--- src/rtl/cla5_sub_pipe.sv ---
// Two-stage pipelined 5-bit subtractor (a - b - bin) using a carry-lookahead
// network over a + ~b + ~bin. Optional saturation under CLA5_SUB_SAT_EN.
module cla5_sub_pipe (
  input  logic       clk,
  input  logic       rst_n,
  input  logic       in_valid,
  output logic       in_ready,
  input  logic [4:0] a_in,
  input  logic [4:0] b_in,
  input  logic       bin,
  output logic       out_valid,
  input  logic       out_ready,
  output logic [4:0] diff,
  output logic       bout,
  output logic       zero
);

  // Handshake: a side transfers on a rising edge where valid & ready are both
  // high; producers hold data while valid & ~ready, valid never drops untaken.

  logic [4:0] a_q, a_d, b_q, b_d;
  logic       bin_q, bin_d;
  logic       s1_valid_q, s1_valid_d;
  logic [4:0] diff_q, diff_d;
  logic       bout_q, bout_d;
  logic       zero_q, zero_d;
  logic       out_valid_q, out_valid_d;

  logic       adv2;
  logic       in_xfer;

  logic [4:0] nb, g, p, c;
  logic       cin;
  logic [4:0] diff_raw;
  logic [4:0] diff_c;
  logic       bout_c;
  logic       zero_c;

  assign adv2     = ~out_valid_q | out_ready;
  assign in_ready = ~s1_valid_q | adv2;
  assign in_xfer  = in_valid & in_ready;

  // Lookahead carries, each expanded to sum-of-products over g/p and cin.
  always_comb begin
    nb  = ~b_q;
    g   = a_q & nb;
    p   = a_q ^ nb;
    cin = ~bin_q;

    c[0] = g[0] | (p[0] & cin);
    c[1] = g[1] | (p[1] & g[0]) | (p[1] & p[0] & cin);
    c[2] = g[2] | (p[2] & g[1]) | (p[2] & p[1] & g[0])
         | (p[2] & p[1] & p[0] & cin);
    c[3] = g[3] | (p[3] & g[2]) | (p[3] & p[2] & g[1])
         | (p[3] & p[2] & p[1] & g[0])
         | (p[3] & p[2] & p[1] & p[0] & cin);
    c[4] = g[4] | (p[4] & g[3]) | (p[4] & p[3] & g[2])
         | (p[4] & p[3] & p[2] & g[1])
         | (p[4] & p[3] & p[2] & p[1] & g[0])
         | (p[4] & p[3] & p[2] & p[1] & p[0] & cin);

    diff_raw = p ^ {c[3:0], cin};
    bout_c   = ~c[4];
    zero_c   = (diff_raw == 5'd0);
`ifdef CLA5_SUB_SAT_EN
    diff_c   = bout_c ? 5'd0 : diff_raw;
`else
    diff_c   = diff_raw;
`endif
  end

  always_comb begin
    a_d         = a_q;
    b_d         = b_q;
    bin_d       = bin_q;
    s1_valid_d  = s1_valid_q;
    diff_d      = diff_q;
    bout_d      = bout_q;
    zero_d      = zero_q;
    out_valid_d = out_valid_q;

    if (adv2) begin
      out_valid_d = s1_valid_q;
      s1_valid_d  = 1'b0;
      // Result registers only change when real data moves, so idle outputs stay put.
      if (s1_valid_q) begin
        diff_d = diff_c;
        bout_d = bout_c;
        zero_d = zero_c;
      end
    end

    if (in_xfer) begin
      a_d        = a_in;
      b_d        = b_in;
      bin_d      = bin;
      s1_valid_d = 1'b1;
    end
  end

  always_ff @(posedge clk or negedge rst_n) begin
    if (!rst_n) begin
      a_q         <= 5'd0;
      b_q         <= 5'd0;
      bin_q       <= 1'b0;
      s1_valid_q  <= 1'b0;
      diff_q      <= 5'd0;
      bout_q      <= 1'b0;
      zero_q      <= 1'b0;
      out_valid_q <= 1'b0;
    end else begin
      a_q         <= a_d;
      b_q         <= b_d;
      bin_q       <= bin_d;
      s1_valid_q  <= s1_valid_d;
      diff_q      <= diff_d;
      bout_q      <= bout_d;
      zero_q      <= zero_d;
      out_valid_q <= out_valid_d;
    end
  end

  assign diff      = diff_q;
  assign bout      = bout_q;
  assign zero      = zero_q;
  assign out_valid = out_valid_q;

endmodule

--- config.mk ---
export PLATFORM = sky130hd
export DESIGN_NAME = cla5_sub_pipe
export DESIGN_NICKNAME = d
export VERILOG_FILES = /design/src/rtl/cla5_sub_pipe.sv
export SDC_FILE = /design/constraint.sdc
export NUM_CORES = 1
export LEC_CHECK = 0
export CAP_MARGIN = 0
export CORE_MARGIN = 1.5
export CORE_UTILIZATION = 47
export DETAILED_ROUTE_END_ITERATION = 8
export GPL_TIMING_DRIVEN = 1
export HOLD_SLACK_MARGIN = 0.15
export PLACE_DENSITY = 0.76
export SLEW_MARGIN = 20
export SYNTH_ARGS = -nofsm -noshare
export SYNTH_HDL_FRONTEND = slang
export SYNTH_SLANG_ARGS = --single-unit
--- constraint.sdc ---
create_clock -name clk -period 2.2 [get_ports clk]
set_input_delay 0.55 -clock clk [delete_from_list [all_inputs] [get_ports clk]]
set_output_delay 0.55 -clock clk [all_outputs]
set_load 0.005 [all_outputs]
* Yosys cells after proc, flatten, opt, wreduce, memory -nomap -nowiden
Cells that the tools add are included.
Storage, ports and cells: flip-flop bits (word level) 20, output and inout port bits 9
Cells by class: multiplexer cells 2, bitwise operators 51, reduce and logical (&&, ||, !) cells 3
Operators with widths (count):
- $and A1 B1 Y1 | 26
- $or A1 B1 Y1 | 17
- $xor A5 B5 Y5 | 2
- $and A5 B5 Y5 | 1
- $logic_not A5 Y1 | 1
- $not A5 Y5 | 1
- $not A1 Y1 | 4
- $mux W1 | 2
- $reduce_and A2 Y1 | 1
- $reduce_bool A2 Y1 | 1

* Depth between registers and ports, before layout
Gate-level depths: netlist of run 1.
depth in word-level cells 9, depth in mapped cells 7

* Least setup slack after synthesis of run 1
No wires, ideal clock.
path kind register to register, start register b_q[0], end register zero_q, in the netlist zero, data arrival time 1460 ps, slack 636 ps, stages on the path, launching flop included 8, cell sequence dfrtp_1 -> inv_1 -> ha_1 -> nand2b_4 -> a21oi_2 -> o21ai_2 -> nor2b_1 -> o41ai_2
On the way: cells in the longest elaborated chain, start to end 7, elaborated cells on any way between the ends 22, classes of those cells bitwise: 21; reduce/logical: 1
Ends and longest elaborated chain:
- from (decl) | line 21 | logic [4:0] a_q, a_d, b_q, b_d;
- from (signal assigned) | line 104 | b_q <= 5'd0;
- from (signal assigned) | line 113 | b_q <= b_d;
- $not A5 Y5 (*) | line 45 | nb = ~b_q;
- $and A5 B5 Y5 / $xor A5 B5 Y5 (equally long branches) | line 46, 47
- $and A1 B1 Y1, on equally long branches
- $or A1 B1 Y1, or another cell as far along | line 51 | c[1] = g[1] | (p[1] & g[0]) | (p[1] & p[0] & cin);
- $or A1 B1 Y1, on equally long branches | line 51, 53, 56
- $xor A5 B5 Y5 (*) | line 62 | diff_raw = p ^ {c[3:0], cin};
- $logic_not A5 Y1 (*) | line 64 | zero_c = (diff_raw == 5'd0);
- to (signal assigned) | line 118 | zero_q <= zero_d;
- to (decl) | line 26 | logic zero_q, zero_d;
Every way passes the cells marked *; elsewhere a longest branch is shown, timed or not. A chain may end at the register's enable or synchronous reset.

* Final worst setup path of run 1
start input port out_ready, end output port in_ready
On the way: cells in the longest elaborated chain, start to end 2
Ends and longest elaborated chain:
- from (decl) | line 12 | input logic out_ready,
- $or A1 B1 Y1 | line 39 | assign adv2 = ~out_valid_q | out_ready;
- $or A1 B1 Y1 | line 40 | assign in_ready = ~s1_valid_q | adv2;
- to (decl) | line 7 | output logic in_ready,
Every way passes these cells.

==> flow_summary.ini, run 1 <==
[clock_network]
cts-root-buf = clkbuf_4
clkSinkCount = 20
clockBufferDepth = 2
worstSkewPairLatency_ps = 290
cts_buffers = 3
h-tree-depth = 1
clkTransAtPathRegs_ps = 100
tritoncts = done
cts_hold_buf = 0
cts_setup_buffers = 0

[layout]
nets = 129
final_area_um2 = 1275
final_util_pct = 64.99
layout-drive-gt1-share_pct = 23.81
n_antenna_cell = 0
synthToLayoutAreaGrowth_pct = 30.14

[timing]
worst_slack_ps = 215.2
skew_ps = 8.961
min_period_ps = 1985
worstMarginPinSlew_ps = 300.7
max_freq_mhz = 503.8
finalCritPeriodShare_pct = 90.22
finalMaxSlewViolations = 0
setup_tns_ps = 0
setup_violations = 0
max_slew_margin_pct = 79.91
final-hold-violation-count = 0
rsz0062_at_grt = no
whs_ps = 486.6

[critical_path]
worst_setup_path_start_kind = input pin
r2r_end = zero
worstPathMaxFanout = 3
cp.required_ps = 1650
max_stage_delay_ps = 410
crit_type = in2out
regToRegSetupSlack_ps = 490
startpoint = out_ready
cp-endpoint = in_ready
crit_arrival_ps = 1430
worst_path_max_delay_cell = clkdlybuf4s50_1
reg2reg_depth = 7
path_cells = clkdlybuf4s50_1 > nand3b_1 > dlygate4sd2_1
crit_path_end_kind = primary output
r2r_start = b_q[0]

[yosys]
synth-seq-area-share_pct = 51.09
post_synth_num_cell_types = 25
synthTopCellsByCount = dfrtp_1, mux2_2, ha_1, inv_1, nand2_1
ys_ff_latch = 20
synthCells = 78
async_flop_share_pct = 100.0
yosysTopAreaCell = dfrtp_1
netlist_area_um2 = 979.7
synth.most_common_cell = dfrtp_1
synth_warnings = 0
syn_nets = 100
synthTopCellsByArea = dfrtp_1, mux2_2, ha_1
netlist.area_leader.share_pct = 51.09
ys.flop_type = dfrtp_1
synth_edf_count = 0
avgSynthCellArea_um2 = 12.56

[detailed_routing]
vias_per_cell = 4.977
drt_iter0_markers = 2
via_count = 657
drc = 0
drt_first_pass_iters = 3
ant_nets = 0
drt-total-wl_um = 1575
wl_per_cell_um = 11.93

[flow_run]
cap_violations = 0

[grt]
grt_usage_pct = 15.99
grt_pass1_wl_um = 2849
grt_max_degree = 21
grt_overflow = 0
first_global_vias = 675
antenna_found_initial = 0

[placed_design]
dpl-instance-area_um2 = 1254
pre_cts_ws_ps = -12.79
dp_hpwl_um = 1281
io_buffers = 23
place.gp.congestion = 0.7285

[power_and_ir_drop]
p_per_area_nw_per_um2 = 851.1
ir_worst_vdd_v = 0.0004974
p_leak_nw = 0.5633

[floorplan]
die_h_um = 48.66
chipWidth_um = 48.66
dieArea_um2 = 2367
fp.coreArea_um2 = 1962
rows = 16
start_util_pct = 49.94
io_pins = 24

[run_status]
status = completed

[min_path]
hp-class = reg2reg
registers in the layout (all words and copies together), names as in the netlist:
register and count:
diff 5, a_q 5, bout 1, bin_q 1
s1_valid_q 1, out_valid 1, zero 1, b_q 5
layout make-up:
class                   instances  area, um2
repair buffers                 25      244.0
flip-flops and latches         20      500.5
multi-input cells              51      451.7
well taps                      27      33.78
clock buffers                   3      22.52
fillers                       171      686.9
inverters                       6      22.52
worst min-delay path by stage:
stage	from	end	slack (ps)	depth (start not counted)
after floorplan	rst_n	a_q[0]	250	0
after global placement	diff[0]	diff[0]	460	2
after detailed placement	diff[1]	diff[1]	470	2
after CTS	diff[1]	diff[1]	490	2
after global routing	diff[1]	diff[1]	530	2
final	diff[1]	diff[1]	490	2
per-layer routing:
layer | routed length (um) | share of wire (%) | global-route usage (%)
met5 | 0 | 0 | 0
met4 | 31 | 2.0 | 8.571
met3 | 82 | 5.2 | 4.321
met2 | 783 | 50 | 28.08
met1 | 677 | 43 | 17.44
stage by stage:
stage	power [mW]	cells
finish	1.085	132
global route	1.172	132
CTS	1.099	132
global placement	0.9138	129
detailed placement	0.9374	129
floorplan	0.7425	78
cell usage in the layout, fill, tap and decap left out, types with 2 or more instances in the layout:
cell,instances
a21oi_2,2
buf_4,2
clkbuf_4,3
clkdlybuf4s50_1,22
dfrtp_1,20
ha_1,6
inv_1,6
mux2_2,14
nand2_1,6
nand2b_1,4
nor2_1,2
o21ai_0,2
critical path: cells and delay by family:
family                 cells  cell delay [ps]
AND/OR/NAND/NOR            1              190
buffers and inverters      2              690
cells by family after synthesis:
kind of cell	Yosys count	synth area share (%)
AOI/OAI and AO/OA	11	8.941
and+or+nand+nor	17	9.579
buffers and inverters	7	2.809
DFF	20	51.09
xor gates and xnor gates	2	1.788
muxes	14	16.09
adders and majority gates	7	9.706
power by group:
part | switching, mW | total [mW] | internal [mW]
sequential | 0.0461 | 0.497 | 0.451
clock | 0.102 | 0.166 | 0.0636
combinational | 0.171 | 0.423 | 0.252
total | 0.319 | 1.09 | 0.766
timing repair:
action / CTS / global route
endpoints found under the setup margin: 1 / 0
hold endpoints to repair: 0 / 0
resized for setup: 1 / 0
No activity file was read; power rests on OpenSTA's default activity.
==> run 2: changes to the inputs <==
CELL_PAD_IN_SITES_DETAIL_PLACEMENT = 1   (was not set)
CELL_PAD_IN_SITES_GLOBAL_PLACEMENT = 1   (was not set)
CORE_UTILIZATION = 37   (was 47)
PLACE_DENSITY = not set   (was 0.76)
PLACE_DENSITY_LB_ADDON = 0.2   (was not set)
TNS_END_PERCENT = 5   (was not set)
==> flow_summary.ini, run 2 (synthesis results as in run 1) <==
[timing]
whs_ps = 485.9
min_period_ps = 2006
final-hold-violation-count = 0
setup_tns_ps = 0
rsz0062_at_grt = no
skew_ps = 2.203
max_slew_margin_pct = 78.68
worstMarginPinSlew_ps = 319.0
finalCritPeriodShare_pct = 91.18
finalMaxSlewViolations = 0
max_freq_mhz = 498.5
setup_violations = 0

[detailed_routing]
drt-total-wl_um = 1807
drt_iter0_markers = 5
vias_per_cell = 5.022
wl_per_cell_um = 13.39
drt_first_pass_iters = 4
drc = 0
ant_nets = 0
via_count = 678

[floorplan]
start_util_pct = 39.19
dieArea_um2 = 2965
die_h_um = 54.46
rows = 18
chipWidth_um = 54.46
fp.coreArea_um2 = 2500
io_pins = 24

[critical_path]
max_stage_delay_ps = 410
crit_type = in2out
path_cells = clkdlybuf4s50_1 > nand3b_1 > dlygate4sd2_1
crit_arrival_ps = 1460
cp_top_family = buffers and inverters
worst_path_max_delay_cell = clkdlybuf4s50_1
critPathBufInv = 2
worstPathMaxFanout = 3
worst_setup_path_start_kind = input pin
crit_path_end_kind = primary output
cp.required_ps = 1650

[layout]
n_antenna_cell = 0
layout-drive-gt1-share_pct = 23.81
nets = 129
final_common_cell = clkdlybuf4s50_1
finalNonFillerCells = 135
layout_common_cells = clkdlybuf4s50_1, dfrtp_1, mux2_2
synthToLayoutAreaGrowth_pct = 30.52

[clock_network]
cts_setup_buffers = 0
tritoncts = done
h-tree-depth = 1
worstSkewPairLatency_ps = 300
clkSinkCount = 20
cts_buffers = 3
clkTransAtPathRegs_ps = 100
clockBufferDepth = 2
cts-root-buf = clkbuf_4

[power_and_ir_drop]
ir_worst_vdd_v = 0.0005060
clockPowerShare_pct = 15.5
p_comb_share_pct = 39.2
power_frac_seq_pct = 45.3
p_per_area_nw_per_um2 = 857.4
p_switching_uw = 328.9
swShare_pct = 30.00
internal_power_uw = 767.5
p_leak_nw = 0.5633

[grt]
antenna_found_initial = 0
grt_overflow = 0
grt_pass1_wl_um = 3194
grt_usage_pct = 15.92
grt_max_degree = 21
first_global_vias = 736

[placed_design]
place.gp.congestion = 0.7316
io_buffers = 23
dp_hpwl_um = 1484
placed_cells = 132

[min_path]
hp-class = reg2reg

[run_status]
status = completed

[flow_run]
cap_violations = 0
## run 2: path summary, 6_finish.rpt
check                      cells past startpoint       end       from  slack, ps
hold reg to reg                                2      zero       zero        490
min in group asynchronous                      2   diff[0]      rst_n        580
setup / recovery                               3  in_ready  out_ready        190
hold / removal                                 2      zero       zero        490
setup reg to reg                               7      zero     b_q[0]        510
max in group asynchronous                      2    b_q[3]      rst_n       1420
## run 2: repair_timing
| item | in CTS | in global routing |
|---|---|---|
| hold buffers | 0 | 0 |
| resized for setup | 1 | 0 |
| endpoints found under the setup margin | 1 | 0 |
## run 2: metrics by stage
stage | utilization (%) | area [um2] | worst slack [ps] | total power, mW
global route | 51.15 | 1279 | 144.5 | 1.189
finish | 51.15 | 1279 | 193.9 | 1.096
detailed placement | 50.30 | 1257 | -47.30 | 0.9492
global placement | 50.30 | 1257 | -14.39 | 0.9172
CTS | 51.15 | 1279 | 186.3 | 1.120
floorplan | - | 979.7 | 636.1 | 0.7425
## run 2: tightest hold or removal path, stage by stage (launching register included)
cell     delay [ps]
dfrtp_1         350
nand2_1          60
o41ai_2          40
## run 2: power groups by stage
stage	Sequential, mW	Clock (mW)	Combinational (mW)
finish	0.497	0.170	0.430
global route	0.512	0.197	0.479
CTS	0.500	0.178	0.442
detailed placement	0.509	0	0.440
global placement	0.501	0	0.416
floorplan	0.503	0	0.239
## run 2: layout make-up
| type | count | area [um2] |
|---|---|---|
| fillers | 277 | 1221 |
| inverters | 6 | 22.52 |
| multi-input cells | 51 | 451.7 |
| well taps | 30 | 37.54 |
| repair buffers | 25 | 244.0 |
| clock buffers | 3 | 22.52 |
| flip-flops and latches | 20 | 500.5 |
## run 2: routing by layer
metal	global-route usage, %	vias up	part of all wire [%]	wire length [um]
met4	6.250	0	1.4	25
met1	16.35	332	41	747
met3	5.738	4	4.7	85
met2	29.12	18	52	948
li1	-	324	-	-
met5	0	-	0	0
